$ cat config.mk
export PLATFORM = sky130hd
export DESIGN_NAME = shift_add_multiplier
export DESIGN_NICKNAME = d
export VERILOG_FILES = /design/src/rtl/shift_add_multiplier.sv
export SDC_FILE = /design/constraint.sdc
export NUM_CORES = 1
export LEC_CHECK = 0
export CAP_MARGIN = 5
export CORE_MARGIN = 5
export CORE_UTILIZATION = 45
export DETAILED_ROUTE_END_ITERATION = 10
export HOLD_SLACK_MARGIN = 0.1
export PLACE_DENSITY = 0.67
export SYNTH_ARGS = -nofsm -noshare
export SYNTH_HDL_FRONTEND = slang
export SYNTH_SLANG_ARGS = --single-unit
$ cat constraint.sdc
create_clock -name clk -period 2.95 [get_ports clk]
set_input_delay 0.4425 -clock clk [delete_from_list [all_inputs] [get_ports clk]]
set_output_delay 0.4425 -clock clk [all_outputs]
set_load 0.02 [all_outputs]
$ cat src/rtl/shift_add_multiplier.sv
// Sequential shift-and-add multiplier with increment-entered operands.
// Optional two's-complement mode multiplies magnitudes and fixes the sign at the end.
module shift_add_multiplier #(
  parameter int unsigned WIDTH  = 8,
  parameter bit          SIGNED = 1'b0
) (
  input  logic                 clk,
  input  logic                 reset,
  input  logic                 sel,
  input  logic                 inc,
  input  logic                 start,
  output logic [WIDTH-1:0]     op_a,
  output logic [WIDTH-1:0]     op_b,
  output logic [2*WIDTH-1:0]   product,
  output logic                 busy,
  output logic                 done,
  output logic                 ovf
);

  typedef enum logic [1:0] {StIdle, StLoad, StRun, StFin} state_e;

  state_e               state_q, state_d;
  logic [WIDTH-1:0]     op_a_q, op_a_d, op_b_q, op_b_d;
  logic [WIDTH-1:0]     mcand_q, mcand_d, mplier_q, mplier_d, acc_q, acc_d;
  logic [4:0]           cnt_q, cnt_d;
  logic                 neg_q, neg_d;
  logic [2*WIDTH-1:0]   product_q, product_d;
  logic                 done_q, done_d, ovf_q, ovf_d;

  logic [WIDTH-1:0]     mag_a, mag_b;
  logic [WIDTH:0]       sum;
  logic [2*WIDTH-1:0]   res_fin;
  logic [WIDTH:0]       res_top;
  logic                 ovf_calc;

  // Magnitude of the most-negative value still fits in WIDTH unsigned bits.
  always_comb begin
    mag_a    = (SIGNED && op_a_q[WIDTH-1]) ? (~op_a_q + 1'b1) : op_a_q;
    mag_b    = (SIGNED && op_b_q[WIDTH-1]) ? (~op_b_q + 1'b1) : op_b_q;
    sum      = {1'b0, acc_q} + (mplier_q[0] ? {1'b0, mcand_q} : '0);
    res_fin  = (SIGNED && neg_q) ? (~{acc_q, mplier_q} + 1'b1) : {acc_q, mplier_q};
    res_top  = res_fin[2*WIDTH-1:WIDTH-1];
    ovf_calc = SIGNED ? !((res_top == '0) || (res_top == '1))
                      : (res_fin[2*WIDTH-1:WIDTH] != '0);
  end

  always_comb begin
    state_d   = state_q;
    op_a_d    = op_a_q;
    op_b_d    = op_b_q;
    mcand_d   = mcand_q;
    mplier_d  = mplier_q;
    acc_d     = acc_q;
    cnt_d     = cnt_q;
    neg_d     = neg_q;
    product_d = product_q;
    done_d    = done_q;
    ovf_d     = ovf_q;
    unique case (state_q)
      StIdle: begin
        if (start) begin
          state_d = StLoad;
          done_d  = 1'b0;
        end else if (inc) begin
          done_d = 1'b0;
          if (sel) op_b_d = op_b_q + 1'b1;
          else     op_a_d = op_a_q + 1'b1;
        end
      end
      StLoad: begin
        mcand_d  = mag_a;
        mplier_d = mag_b;
        acc_d    = '0;
        cnt_d    = '0;
        neg_d    = SIGNED && (op_a_q[WIDTH-1] ^ op_b_q[WIDTH-1]);
        state_d  = StRun;
      end
      StRun: begin
        // Carry drops into acc MSB; acc LSB shifts into the multiplier register.
        acc_d    = sum[WIDTH:1];
        mplier_d = {sum[0], mplier_q[WIDTH-1:1]};
        cnt_d    = cnt_q + 5'd1;
        if (cnt_q == 5'(WIDTH - 1)) state_d = StFin;
      end
      StFin: begin
        product_d = res_fin;
        ovf_d     = ovf_calc;
        done_d    = 1'b1;
        state_d   = StIdle;
      end
      default: state_d = StIdle;
    endcase
  end

  always_ff @(posedge clk or negedge reset) begin
    if (!reset) begin
      state_q   <= StIdle;
      op_a_q    <= '0;
      op_b_q    <= '0;
      mcand_q   <= '0;
      mplier_q  <= '0;
      acc_q     <= '0;
      cnt_q     <= '0;
      neg_q     <= 1'b0;
      product_q <= '0;
      done_q    <= 1'b0;
      ovf_q     <= 1'b0;
    end else begin
      state_q   <= state_d;
      op_a_q    <= op_a_d;
      op_b_q    <= op_b_d;
      mcand_q   <= mcand_d;
      mplier_q  <= mplier_d;
      acc_q     <= acc_d;
      cnt_q     <= cnt_d;
      neg_q     <= neg_d;
      product_q <= product_d;
      done_q    <= done_d;
      ovf_q     <= ovf_d;
    end
  end

  assign op_a    = op_a_q;
  assign op_b    = op_b_q;
  assign product = product_q;
  assign busy    = (state_q != StIdle);
  assign done    = done_q;
  assign ovf     = ovf_q;

endmodule

==> flow_summary.toml, run 1 <==
[critical_path]
critical_path.endpoint_type = "flip-flop"
rr_startpoint = "mplier_q[0]"
crit_path_start_kind = "flip-flop"
crit_buf_inv = 0
max_stage_delay_ns = 0.45
worstPathMaxFanout = 10
crit_chain = "and2_1 > ha_1 > fa_1 > a21o_1 > a211oi_1 > o21bai_1 > a41o_1"
rr_worst_depth = 7
cp.required_ns = 3.18
cp_slowest_cell = "dfrtp_1"
r2r-end = "acc_q[7]"
critPathKind = "reg -> reg"
cpLargestDelayFamily = "compound AO/OA/AOI/OAI gates"
reg2reg_slack_ns = 0.62
arrival_ns = 2.56

[finish]
syn_to_final_growth_pct = 21.79
final_common_cell = "dfrtp_1"
layout_common_cells = "dfrtp_1, clkdlybuf4s50_1, mux2_2, nor2_1, ha_1"
layoutNonFillerInstCount = 418
fin_nets = 339
seq_area_um2 = 1627
fillers = 606
multi_input_area_um2 = 1475
fin_area_um2 = 3874
drive_above_1_share_pct = 17.39
diodes = 0

[synth]
synthSimpleGateAreaFrac_pct = 12.86
synth_top_area_cell = "dfrtp_1"
synthFlopType = "dfrtp_1"
synth_compound_area_share_pct = 9.520
synthTopCellsByArea = "dfrtp_1, mux2_2, ha_1"
synth_warnings = 0
ys_async_sr_fraction_pct = 100.0
syn_nets = 293
postSynthAreaPerCell_um2 = 11.74
synth-edff-count = 0
muxShareOfSynthArea_pct = 12.67
yosys.area_share.xor_xnor_pct = 4.406
netlist_instances = 271
synth-seq-cells = 65
netlist-cell-type-count = 53
syn-cell-area_um2 = 3181
seq_area_frac_synth_pct = 51.14
synthAdderAreaFrac_pct = 6.924
synth.top_cell.area_share_pct = 51.14
synth_top_family_by_area = "simple AND/OR/NAND/NOR gates"

[grt]
grt_pass1_wl_um = 10940
overflow = 0
grt_pass1_vias = 2273
antenna_found_initial = 0
track_usage_pct = 16.01
grt_max_degree = 45

[drt]
num_vias = 2147
drt_iter0_drc = 69
ant_nets = 0
avgRoutedWirePerCell_um = 15.01
via_per_inst = 5.136
dr.pass1.iters = 4
drc_errors = 0
wirelength_um = 6275

[sta]
clock_skew_ns = 0.004747
fin_crit_sh_pct = 79.07
final-setup-viol-count = 0
final-max-slew-violation-count = 0
finalSetupTns_ns = 0
tightestPinTransition_ns = 0.9542
finalHoldViolations = 0
finalCriticalPeriod_ns = 2.333
grt_setup_unrepaired = "false"
fmax_mhz = 428.7
max-slew-margin-rel_pct = 36.39

[placed_design]
dp_hpwl_um = 4553
place_congestion = 0.7718
dpl_cell_area_um2 = 3679
dp_cells = 402
portBuffers = 39

[cts]
htreeDepth = 3
numCtsBuffers = 9
cts_max_path_buffers = 2
cts_resized = 0
cts_root_buf = "clkbuf_8"
clock_sinks = 65
cts_setup_buffers = 0
clkTransAtPathRegs_ns = 0.07
cts_tree = "yes"
clock_latency_ns = 0.34
cts-hold-fix-buffers = 0

[min_path]
hp-class = "in -> async"

[floorplan]
die_y_um = 94.07
start_util_pct = 46.56
coreArea_um2 = 6832
fp.dieW_um = 94.07
rows = 30
pin_count = 40
dieArea_um2 = 8849

[pwr]
leakagePower_nw = 1.792
powerDensity_nw_per_um2 = 888.9
power_mw = 3.443
irDropWorstVdd_mv = 0.5060

[flow_run]
maxCapViolations = 0

[outcome]
outcome = "complete, no violations"
worst max path at each step:
stage           startpoint  slack (ns)        to  cells past startpoint
5_1_grt        mplier_q[0]        0.45  acc_q[7]                      7
3_3_place_gp   mplier_q[0]        0.74  acc_q[7]                      7
4_1_cts        mplier_q[0]        0.61  acc_q[7]                      7
6_report       mplier_q[0]        0.62  acc_q[7]                      7
3_5_place_dp   mplier_q[0]        0.62  acc_q[7]                      7
2_1_floorplan  mplier_q[0]        0.86  acc_q[7]                      7
synthesized netlist by cell type (3+ instances only):
cell type	n
dfrtp_1	65
mux2_2	26
nor2_1	18
ha_1	16
nand2_1	15
a21oi_1	12
mux2i_1	11
and2_1	9
inv_1	8
nand3_1	8
xnor2_1	8
xor2_1	8
o21ai_0	7
a211oi_1	3
a22o_1	3
buf_2	3
nand4_1	3
nor3b_1	3
stage by stage:
stage,util [%],hold slack [ns],setup WS [ns]
2_1_floorplan,-,0.1469,0.8578
3_3_place_gp,53.85,0.4830,0.7448
3_5_place_dp,53.85,0.4910,0.6193
4_1_cts,56.70,0.2761,0.6087
5_1_grt,56.70,0.3265,0.4469
6_report,56.70,0.2535,0.6175
cell type report:
cell class,count,share of cell area (%)
repair buffers,44,10.92
flip-flops and latches,65,41.99
clock buffers,9,3.198
inverters,9,0.8721
clock inverters,7,1.841
well taps,96,3.101
multi-input cells,188,38.08
flip-flops by register name (all words and copies together) (netlist names):
name / count
ovf: 1
mcand_q: 8
mplier_q: 8
acc_q: 8
op_b: 8
done: 1
product: 16
op_a: 8
cnt_q: 5
state_q: 2
power breakdown:
part | internal, mW | total (mW) | leakage [nW] | switching (mW)
Clock | 0.388 | 0.745 | 0.0912 | 0.357
Combinational | 0.624 | 1.39 | 0.853 | 0.766
Sequential | 1.12 | 1.31 | 0.848 | 0.192
cell families after synthesis:
family	count (synthesis)
and+or+nand+nor	74
muxes	37
DFF	65
adders and majority gates	17
buffers and inverters	18
AOI/OAI and AO/OA	44
xor gates and xnor gates	16
routing by layer:
metal  routed length, µm  track usage, %  up-vias
met1                3111           21.25     1052
met2                2886           24.48       29
li1                    -               -     1058
met5                   0               0        -
met4                  94           8.664        0
met3                 183           3.285        8
Note: power is estimated with default switching activity, not from simulation.
==> run 2: changes to the inputs <==
==> constraint.sdc (replaced) <==
create_clock -name clk -period 2.44 [get_ports clk]
set_input_delay 0.366 -clock clk [delete_from_list [all_inputs] [get_ports clk]]
set_output_delay 0.366 -clock clk [all_outputs]
set_load 0.02 [all_outputs]
==> flow_summary.toml, run 2 (synthesis results as in run 1) <==
[outcome]
outcome = "complete, no violations"

[sta]
fmax_mhz = 442.5
final-setup-viol-count = 0
final-max-slew-violation-count = 0
fin_crit_sh_pct = 92.63
clock_skew_ns = 0.008403
finalSetupTns_ns = 0
hold_ws_ns = 0.5010
finalHoldViolations = 0
grt_setup_unrepaired = "false"
tightestPinTransition_ns = 0.5804
max-slew-margin-rel_pct = 61.31
finalCriticalPeriod_ns = 2.260

[placed_design]
portBuffers = 39
dp_hpwl_um = 4505
dpl_cell_area_um2 = 3711
place_congestion = 0.8158
dp_cells = 403

[floorplan]
rows = 30
die_y_um = 94.07
start_util_pct = 46.56
coreArea_um2 = 6832
fp.dieW_um = 94.07
dieArea_um2 = 8849
pin_count = 40

[drt]
dr.pass1.iters = 4
via_per_inst = 5.157
ant_nets = 0
num_vias = 2166
drc_errors = 0
drt_iter0_drc = 86
avgRoutedWirePerCell_um = 14.66
wirelength_um = 6159

[finish]
diodes = 0
layout_common_cells = "dfrtp_1, clkdlybuf4s50_1, mux2_2, nor2_1, ha_1"
fillers = 573
seq_area_um2 = 1627
utilization_pct = 58.50
final_common_cell = "dfrtp_1"
multi_input_area_um2 = 1475
fin_area_um2 = 3996
layoutNonFillerInstCount = 420
fin_nets = 341
largest_reg_flops = 16
syn_to_final_growth_pct = 25.65
drive_above_1_share_pct = 17.59

[cts]
htreeDepth = 3
numCtsBuffers = 9
cts_root_buf = "clkbuf_8"
cts_setup_buffers = 0
cts_resized = 0
clock_latency_ns = 0.34
clock_sinks = 65
cts_tree = "yes"
cts_max_path_buffers = 2
clkTransAtPathRegs_ns = 0.08

[critical_path]
cp_slowest_cell = "fa_1"
arrival_ns = 2.49
max_stage_delay_ns = 0.41
cp.required_ns = 2.67
crit_path_start_kind = "flip-flop"
worstPathMaxFanout = 3
critical_path.endpoint_type = "flip-flop"
crit_start = "mcand_q[0]"
crit_chain = "and2_1 > ha_1 > fa_1 > a21o_1 > a211oi_1 > o21bai_1 > a41o_1"
rr_startpoint = "mcand_q[0]"
critPathKind = "reg -> reg"

[min_path]
hp-class = "reg -> reg"
hp-start = "op_b[7]"

[grt]
grt_pass1_vias = 2219
grt_max_degree = 43
antenna_found_initial = 0
grt_pass1_wl_um = 10650
overflow = 0
track_usage_pct = 15.39

[pwr]
irDropWorstVdd_mv = 0.9450
powerDensity_nw_per_um2 = 1138
leakagePower_nw = 1.855

[flow_run]
maxCapViolations = 0
[run 2: final timing paths]
kind	to	slack, ns	depth (start not counted)
worst max-delay path	acc_q[7]	0.18	7
worst min-delay path	op_b[7]	0.50	1
worst max register to register	acc_q[7]	0.18	7
worst min register to register	op_b[7]	0.50	1
max in group asynchronous	op_b[2]	1.25	3
min in group asynchronous	op_a[7]	0.56	2
[run 2: power by group]
| group | internal, mW | switching [mW] | leakage [nW] | total [mW] |
|---|---|---|---|---|
| Sequential | 1.35 | 0.217 | 0.848 | 1.57 |
| Combinational | 0.802 | 0.939 | 0.870 | 1.74 |
| Clock | 0.815 | 0.424 | 0.137 | 1.24 |
[run 2: metal layers]
| layer | part of all wire (%) | vias up | track usage (%) |
|---|---|---|---|
| li1 | - | 1070 | - |
| met3 | 3.1 | 12 | 3.045 |
| met2 | 47 | 42 | 24.36 |
| met4 | 2.0 | 0 | 7.581 |
| met1 | 48 | 1042 | 20.08 |
| met5 | 0 | - | 0 |
[run 2: stage by stage]
| stage | power [mW] | setup WS (ns) |
|---|---|---|
| global placement | 3.315 | 0.3129 |
| detailed placement | 3.336 | 0.1987 |
| finish | 4.546 | 0.1799 |
| CTS | 4.599 | 0.1818 |
| global route | 4.846 | 0.08537 |
| floorplan | 2.696 | 0.3478 |
[run 2: layout make-up]
type                    count  share of cell area (%)
clock inverters             6                   3.444
repair buffers             46                   11.65
multi-input cells         188                   36.91
flip-flops and latches     65                   40.70
clock buffers              10                   3.444
inverters                   9                  0.8453
well taps                  96                   3.006
[run 2: timing repair]
item                                    CTS  global route
endpoints found under the setup margin    0             0
hold endpoints to repair                 23             0
hold buffers                              1             0
[run 2: worst max-delay path: cells and delay by family (launching register included)]
kind	cells	cell delay, ns
simple gates	1	0.16
fa+ha+maj	2	0.63
flops	1	0.38
compound gates	4	0.98
